**config.mk**
```make
export PLATFORM = sky130hd
export DESIGN_NAME = player_vertical
export DESIGN_NICKNAME = d
export VERILOG_FILES = /design/src/rtl/game_pkg.sv /design/src/rtl/vertical_integrator.sv /design/src/rtl/player_vertical.sv
export SDC_FILE = /design/constraint.sdc
export NUM_CORES = 1
export LEC_CHECK = 0
export CORE_UTILIZATION = 58
export CTS_CLUSTER_SIZE = 10
export DETAILED_ROUTE_END_ITERATION = 7
export GPL_TIMING_DRIVEN = 1
export PLACE_DENSITY = 0.93
export SETUP_SLACK_MARGIN = 0.4
export SLEW_MARGIN = 20
export SYNTH_ARGS = -nofsm -noshare
export SYNTH_HDL_FRONTEND = slang
export SYNTH_SLANG_ARGS = --single-unit
export TNS_END_PERCENT = 30
```
**constraint.sdc**
```tcl
create_clock -name clk_in -period 6.5 [get_ports clk_in]
set_clock_uncertainty 0.1 [all_clocks]
set_input_delay 1.3 -clock clk_in [delete_from_list [all_inputs] [get_ports clk_in]]
set_output_delay 1.3 -clock clk_in [all_outputs]
set_load 0.005 [all_outputs]
```
**src/rtl/game_pkg.sv**
```systemverilog
// Shared definitions for the runner's game logic.
// Holds the vertical-physics state encoding, the default accumulator and velocity
// widths, and the matching velocity and height-accumulator typedefs.
package game_pkg;

    localparam int unsigned ACC_W        = 14;
    localparam int unsigned VEL_W        = 11;
    localparam int unsigned HEIGHT_SHIFT = 4;

    typedef enum logic [1:0] {
        StGround = 2'd0,
        StAir    = 2'd1,
        StDuck   = 2'd2
    } state_t;

    typedef logic signed [VEL_W-1:0] velocity_t;
    typedef logic        [ACC_W-1:0] height_acc_t;

endpackage

```
**src/rtl/vertical_integrator.sv**
```systemverilog
// Combinational single-frame step of the jump integrator.
// Ports:
//   acc      current height accumulator (unsigned)
//   vel      velocity to apply this frame (signed, already fast-fall adjusted)
//   grav     latched per-frame velocity decrement
//   acc_next accumulator after the step (0 on landing, clamped at full scale)
//   vel_next velocity after the step (0 on landing, saturates at most negative value)
//   land     the step reaches or passes the ground
module vertical_integrator #(
    parameter int unsigned ACC_W  = 14,
    parameter int unsigned VEL_W  = 11,
    parameter int unsigned GRAV_W = 4
) (
    input  logic        [ACC_W-1:0]  acc,
    input  logic signed [VEL_W-1:0]  vel,
    input  logic        [GRAV_W-1:0] grav,
    output logic        [ACC_W-1:0]  acc_next,
    output logic signed [VEL_W-1:0]  vel_next,
    output logic                     land
);

    localparam int unsigned SUM_W = ACC_W + 2;
    localparam logic signed [VEL_W-1:0] VEL_MIN = {1'b1, {(VEL_W-1){1'b0}}};

    logic signed [SUM_W-1:0] sum;
    logic signed [VEL_W:0]   vel_dec;

    always_comb begin
        sum     = $signed({2'b00, acc}) + $signed({{(SUM_W-VEL_W){vel[VEL_W-1]}}, vel});
        vel_dec = $signed({vel[VEL_W-1], vel})
                - $signed({{(VEL_W+1-GRAV_W){1'b0}}, grav});

        land     = sum[SUM_W-1] || (sum == '0);
        acc_next = '0;
        vel_next = '0;

        if (!land) begin
            // Positive overflow of the accumulator clamps instead of wrapping.
            if (|sum[SUM_W-2:ACC_W]) begin
                acc_next = '1;
            end else begin
                acc_next = sum[ACC_W-1:0];
            end
            // Two top bits disagree only on negative overflow.
            if (vel_dec[VEL_W] != vel_dec[VEL_W-1]) begin
                vel_next = VEL_MIN;
            end else begin
                vel_next = vel_dec[VEL_W-1:0];
            end
        end
    end

endmodule

```
**src/rtl/player_vertical.sv**
```systemverilog
// Per-frame vertical physics for the runner: jump integration, duck/roll, landing.
// Ports:
//   clk_in, rst_in      clock and synchronous active-high reset
//   frame_tick_in       one-cycle pulse per frame; physics steps only on it
//   game_active_in      low forces the player to the ground and ignores ticks
//   jump_in, duck_in    one-cycle requests, held pending until the next tick
//   gravity_in, duck_limit_in, vertical_jump_in   current speed parameters
//   height_out          accumulator >> HEIGHT_SHIFT, saturated to 1023
//   airborne_out, ducking_out   pose of the player
//   landed_out          one-cycle pulse after the landing tick
module player_vertical #(
    parameter int unsigned HEIGHT_SHIFT = game_pkg::HEIGHT_SHIFT,
    parameter int unsigned ACC_W        = game_pkg::ACC_W,
    parameter int unsigned VEL_W        = game_pkg::VEL_W
) (
    input  logic       clk_in,
    input  logic       rst_in,
    input  logic       frame_tick_in,
    input  logic       game_active_in,
    input  logic       jump_in,
    input  logic       duck_in,
    input  logic [3:0] gravity_in,
    input  logic [7:0] duck_limit_in,
    input  logic [9:0] vertical_jump_in,
    output logic [9:0] height_out,
    output logic       airborne_out,
    output logic       ducking_out,
    output logic       landed_out
);

    import game_pkg::*;

    state_t                  state_q, state_d;
    logic        [ACC_W-1:0] acc_q, acc_d;
    logic signed [VEL_W-1:0] vel_q, vel_d;
    logic        [3:0]       g_l_q, g_l_d;
    logic        [9:0]       vj_l_q, vj_l_d;
    logic        [7:0]       cnt_q, cnt_d;
    logic                    jump_pend_q, jump_pend_d;
    logic                    duck_pend_q, duck_pend_d;
    logic                    land_duck_q, land_duck_d;
    logic                    landed_q, landed_d;

    logic                    jump_req;
    logic                    duck_req;
    logic        [7:0]       duck_load;
    logic signed [VEL_W-1:0] takeoff_vel;
    logic signed [VEL_W-1:0] vj_ext;
    logic signed [VEL_W-1:0] vel_eff;
    logic        [ACC_W-1:0] int_acc;
    logic signed [VEL_W-1:0] int_vel;
    logic                    int_land;
    logic        [ACC_W-1:0] acc_sh;

    // A request in the same cycle as the tick counts for that tick.
    assign jump_req  = jump_pend_q | jump_in;
    assign duck_req  = duck_pend_q | duck_in;
    assign duck_load = (duck_limit_in == 8'd0) ? 8'd1 : duck_limit_in;

    assign takeoff_vel = $signed({{(VEL_W-10){1'b0}}, vertical_jump_in})
                       - $signed({{(VEL_W-4){1'b0}}, gravity_in});
    assign vj_ext      = $signed({{(VEL_W-10){1'b0}}, vj_l_q});

    // Fast-fall: a duck while airborne replaces the velocity with the takeoff speed downward.
    assign vel_eff = duck_req ? -vj_ext : vel_q;

    vertical_integrator #(
        .ACC_W  (ACC_W),
        .VEL_W  (VEL_W),
        .GRAV_W (4)
    ) u_integrator (
        .acc      (acc_q),
        .vel      (vel_eff),
        .grav     (g_l_q),
        .acc_next (int_acc),
        .vel_next (int_vel),
        .land     (int_land)
    );

    always_comb begin
        state_d     = state_q;
        acc_d       = acc_q;
        vel_d       = vel_q;
        g_l_d       = g_l_q;
        vj_l_d      = vj_l_q;
        cnt_d       = cnt_q;
        jump_pend_d = jump_req;
        duck_pend_d = duck_req;
        land_duck_d = land_duck_q;
        landed_d    = 1'b0;

        if (!game_active_in) begin
            state_d     = StGround;
            acc_d       = '0;
            vel_d       = '0;
            cnt_d       = '0;
            jump_pend_d = 1'b0;
            duck_pend_d = 1'b0;
            land_duck_d = 1'b0;
        end else if (frame_tick_in) begin
            jump_pend_d = 1'b0;
            duck_pend_d = 1'b0;
            case (state_q)
                StGround, StDuck: begin
                    if (jump_req) begin
                        // Trajectory parameters are frozen for the whole jump.
                        g_l_d       = gravity_in;
                        vj_l_d      = vertical_jump_in;
                        vel_d       = takeoff_vel;
                        acc_d       = {{(ACC_W-10){1'b0}}, vertical_jump_in};
                        land_duck_d = 1'b0;
                        state_d     = StAir;
                    end else if (duck_req) begin
                        cnt_d   = duck_load;
                        state_d = StDuck;
                    end else if (state_q == StDuck) begin
                        cnt_d = cnt_q - 8'd1;
                        if (cnt_q <= 8'd1) begin
                            state_d = StGround;
                        end
                    end
                end
                StAir: begin
                    if (int_land) begin
                        acc_d       = '0;
                        vel_d       = '0;
                        landed_d    = 1'b1;
                        land_duck_d = 1'b0;
                        if (land_duck_q || duck_req) begin
                            cnt_d   = duck_load;
                            state_d = StDuck;
                        end else begin
                            state_d = StGround;
                        end
                    end else begin
                        acc_d       = int_acc;
                        vel_d       = int_vel;
                        land_duck_d = land_duck_q | duck_req;
                    end
                end
                default: begin
                    state_d = StGround;
                end
            endcase
        end
    end

    always_ff @(posedge clk_in) begin
        if (rst_in) begin
            state_q     <= StGround;
            acc_q       <= '0;
            vel_q       <= '0;
            g_l_q       <= '0;
            vj_l_q      <= '0;
            cnt_q       <= '0;
            jump_pend_q <= 1'b0;
            duck_pend_q <= 1'b0;
            land_duck_q <= 1'b0;
            landed_q    <= 1'b0;
        end else begin
            state_q     <= state_d;
            acc_q       <= acc_d;
            vel_q       <= vel_d;
            g_l_q       <= g_l_d;
            vj_l_q      <= vj_l_d;
            cnt_q       <= cnt_d;
            jump_pend_q <= jump_pend_d;
            duck_pend_q <= duck_pend_d;
            land_duck_q <= land_duck_d;
            landed_q    <= landed_d;
        end
    end

    always_comb begin
        acc_sh = acc_q >> HEIGHT_SHIFT;
        if (|acc_sh[ACC_W-1:10]) begin
            height_out = 10'd1023;
        end else begin
            height_out = acc_sh[9:0];
        end
    end

    assign airborne_out = (state_q == StAir);
    assign ducking_out  = (state_q == StDuck);
    assign landed_out   = landed_q;

endmodule
```
==> summary.md <==
| Metric | Value |
|---|---|
| Clock Tree Root | sky130_fd_sc_hd__clkbuf_8 |
| Count of H-tree levels built during CTS | 2 |
| Post-synthesis sequential area ratio | 24.41% |
| Remaining global-route overflow | 0 |
| Area delta synth->final | 10.88% |
| Chain of cells forming the critical path | clkdlybuf4s50_1 -> nor2_1 -> o21ai_0 -> ha_1 -> inv_1 -> fa_1 -> nand2b_1 -> a211oi_1 -> o21bai_1 -> o211a_1 -> xor2_1 -> and4_1 -> o221ai_1 -> a32o_1 |
| Number of global-route vias before repair | 4237 |
| Num Clock Sinks | 53 |
| Highest fanout seen on the critical path | 16 |
| Floorplan die area | 7845 sq um |
| Multi-input gate area | 2983 sq um |
| Commonest register cell after synthesis | sky130_fd_sc_hd__dfxtp_1 |
| Fraction of power consumed by sequential logic | 39.0% |
| Required @ worst endpoint | 6.62 ns |
| Routability cong. | 0.9060 |
| Overall routed net length | 12510 microns |
| DRC marker count from the first detailed-route iteration | 454 |
| Pin count of the biggest net entering global routing | 37 |
| Slew Limit Headroom | 44.63% |
| Maximum vdd drop | 0.1001 mV |
| Count of buffers added by post-CTS timing repair for setup | 0 |
| Final worst setup slack | 0.8443 ns |
| Async set-reset flop share out of synthesis | 0% |
| Slew at the pin closest to its max-slew limit | 0.8306 ns |
| Net count after synthesis | 614 |
| FMAX | 176.8 MHz |
| Final #Nets | 625 |
| Horizontal extent of the die | 88.57 microns |
| Number of slew-limit violations in the final report | 0 |
| Internal power | 0.5696 mW |
| Unrepaired setup endpoints after global routing | false |
| Row cnt | 31 |
| Syn. warnings | 0 |
| Effective utilization at floorplan | 59.93% |
| Filler Cell Count | 617 |
| Total via count after detailed routing | 4515 |
| Standby leakage power | 1.858 nW |
| Relative contribution of the clock network to total power | 27.1% |
| Min-Delay Path Class | register to register |
| Diode insertion count for antenna repair | 0 |
| Core Region | 7253 sq um |
| Area of the mapped netlist | 4347 sq um |
| Total cell area at the placement stage | 4707 sq um |
| Relative contribution of combinational cells to total power | 33.9% |
| Reported net switching power | 0.3212 mW |
| Post-route antenna net violation count | 0 |
| Routed length per placed instance | 18.81 microns |
| Tightest hold margin | 0.4026 ns |
| Number of enable flip-flop cells after synthesis | 0 |
| Clock-pin transition on the worst setup and hold timing paths | 0.11 ns |
| Via-per-instance ratio | 6.789 |
| Vert. Die Dim | 88.57 microns |
| Data arrival time of the critical path | 5.78 ns |
| Top-level port count | 41 |
| Area taken by flip-flops and latches | 1061 sq um |
| PwrDens | 184.8 nW/um^2 |
| Post-route insts no fill | 665 |
| CTS Buffer Depth | 2 |
| Number of buffers added by the clock tree synthesis step | 5 |
| Number of hold violations in the final report | 0 |
| First-pass detailed-route iteration total | 7 |
| MaxCap Viol Count | 0 |
| Count of distinct cell types in the synthesized netlist | 57 |
| Port Buffer Count | 40 |
| Post-route setup TNS | 0 ns |
| Startpoint-to-endpoint class of the critical path | input pin to register |
| PnR Total Power | 0.8909 mW |
| Element type at the critical path end | register |
| Minimum clock period after layout | 5.656 ns |
| Sw Ratio | 36.06% |
| Total placed cells including tap cells | 657 |
| Post-Synthesis Mean Instance Area | 7.846 sq um |
| Final clock period utilization by the worst path | 87.01% |
| TritonCTS clock tree | built |
| Slowest CP cell | sky130_fd_sc_hd__and4_1 |
| Run status | complete, no violations |
| Count of instances resized after the clock tree is built | 0 |
| Cells after Synth | 554 |
| Overall routing resource usage | 33.43% |
| Final instance area | 4820 sq um |
| Number of hold buffers added after CTS | 0 |
| Final setup viols | 0 |
| Skew-Pair Late Insertion Delay | 0.33 ns |
| Worst stage delay on the critical path | 0.77 ns |
| Total DRC errors in the routed layout | 0 |
| Util after Layout | 66.45% |
| Initial antenna violation count | 0 |
| Total of flip-flops plus latches after synthesis | 53 |
| Fraction of final layout cells sized beyond drive strength 1 | 6.360% |
| Wire length of the first global-routing pass | 20100 microns |
| HPWL reported at the end of detailed placement | 9222 microns |
| Worst slack after detailed placement | 0.6195 ns |
| Nature of the critical path startpoint | input pin |
## layout by cell type, fill, tap and decap left out, drive strengths merged, types with 6 or more instances in the layout
master,instances
a211oi,11
a21oi,50
and3,6
buf,6
clkdlybuf4s50,40
dfxtp,53
ha,29
inv,26
mux2i,15
nand2,36
nand2b,8
nand3,15
nor2,43
nor2b,11
nor3,26
nor4,14
o21ai,36
o221a,13
o221ai,6
o31ai,10
or3,6
xnor2,16
xor2,14
## worst max-delay path, delay by kind of cell
family,cells,cell delay (ns)
buf+inv,2,0.54
compound gates,6,1.88
simple gates,3,1.04
xor+xnor,1,0.35
fa+ha+maj,2,0.65
## cell families after synthesis
group	after synthesis	share of synthesized area, %
buffers and inverters	67	7.081
muxes	15	3.454
adders and majority gates	32	9.730
AOI/OAI and AO/OA	168	26.54
xor gates and xnor gates	30	6.045
DFF	53	24.41
and+or+nand+nor	189	22.74
## metal layers
metal,vias up,global-route usage (%),part of all wire [%]
met5,-,0,0
met4,0,16.86,3.7
met3,59,6.623,8.8
met2,287,55.80,48
met1,2108,40.98,40
li1,2061,-,-
## flip-flops by register name, indices dropped and copies added (netlist names)
register	count
acc_q	14
jump_pend_q	1
cnt_q	8
duck_pend_q	1
vel_q	11
g_l_q	4
vj_l_q	10
landed_out	1
land_duck_q	1
state_q	2
## power groups by stage
stage	combinational [mW]	clock, mW	sequential (mW)
final	0.302	0.242	0.347
after detailed placement	0.292	0	0.354
after CTS	0.294	0.240	0.347
after global placement	0.278	0	0.353
after global routing	0.328	0.255	0.348
after floorplan	0.213	0	0.350
## cells in the mapped netlist (15+ instances only)
cell	n	area, sq um
sky130_fd_sc_hd__a21oi_1	50	250.2
sky130_fd_sc_hd__clkbuf_1	27	101.4
sky130_fd_sc_hd__dfxtp_1	53	1061
sky130_fd_sc_hd__ha_1	29	362.9
sky130_fd_sc_hd__inv_1	25	93.84
sky130_fd_sc_hd__mux2i_1	15	150.1
sky130_fd_sc_hd__nand2_1	36	135.1
sky130_fd_sc_hd__nor2_1	43	161.4
sky130_fd_sc_hd__nor3_1	23	115.1
sky130_fd_sc_hd__o21ai_0	36	180.2
sky130_fd_sc_hd__xnor2_1	16	140.1
## path summary, 6_finish.rpt
path         cells past startpoint       from        end  slack [ns]
max                             14    duck_in   cnt_q[2]        0.84
min                              2  acc_q[10]  acc_q[10]        0.40
min reg2reg                      2  acc_q[10]  acc_q[10]        0.40
max reg2reg                     14  vj_l_q[0]   cnt_q[2]        1.34
## layout make-up
cell class | count | share of cell area [%]
clock buffer | 5 | 1.428
clock inverter | 3 | 0.9086
inverter | 25 | 1.947
multi-input combinational | 434 | 61.89
sequential | 53 | 22.01
tap | 99 | 2.570
timing repair buffer | 46 | 9.242
(Power assumes the default switching activity.)
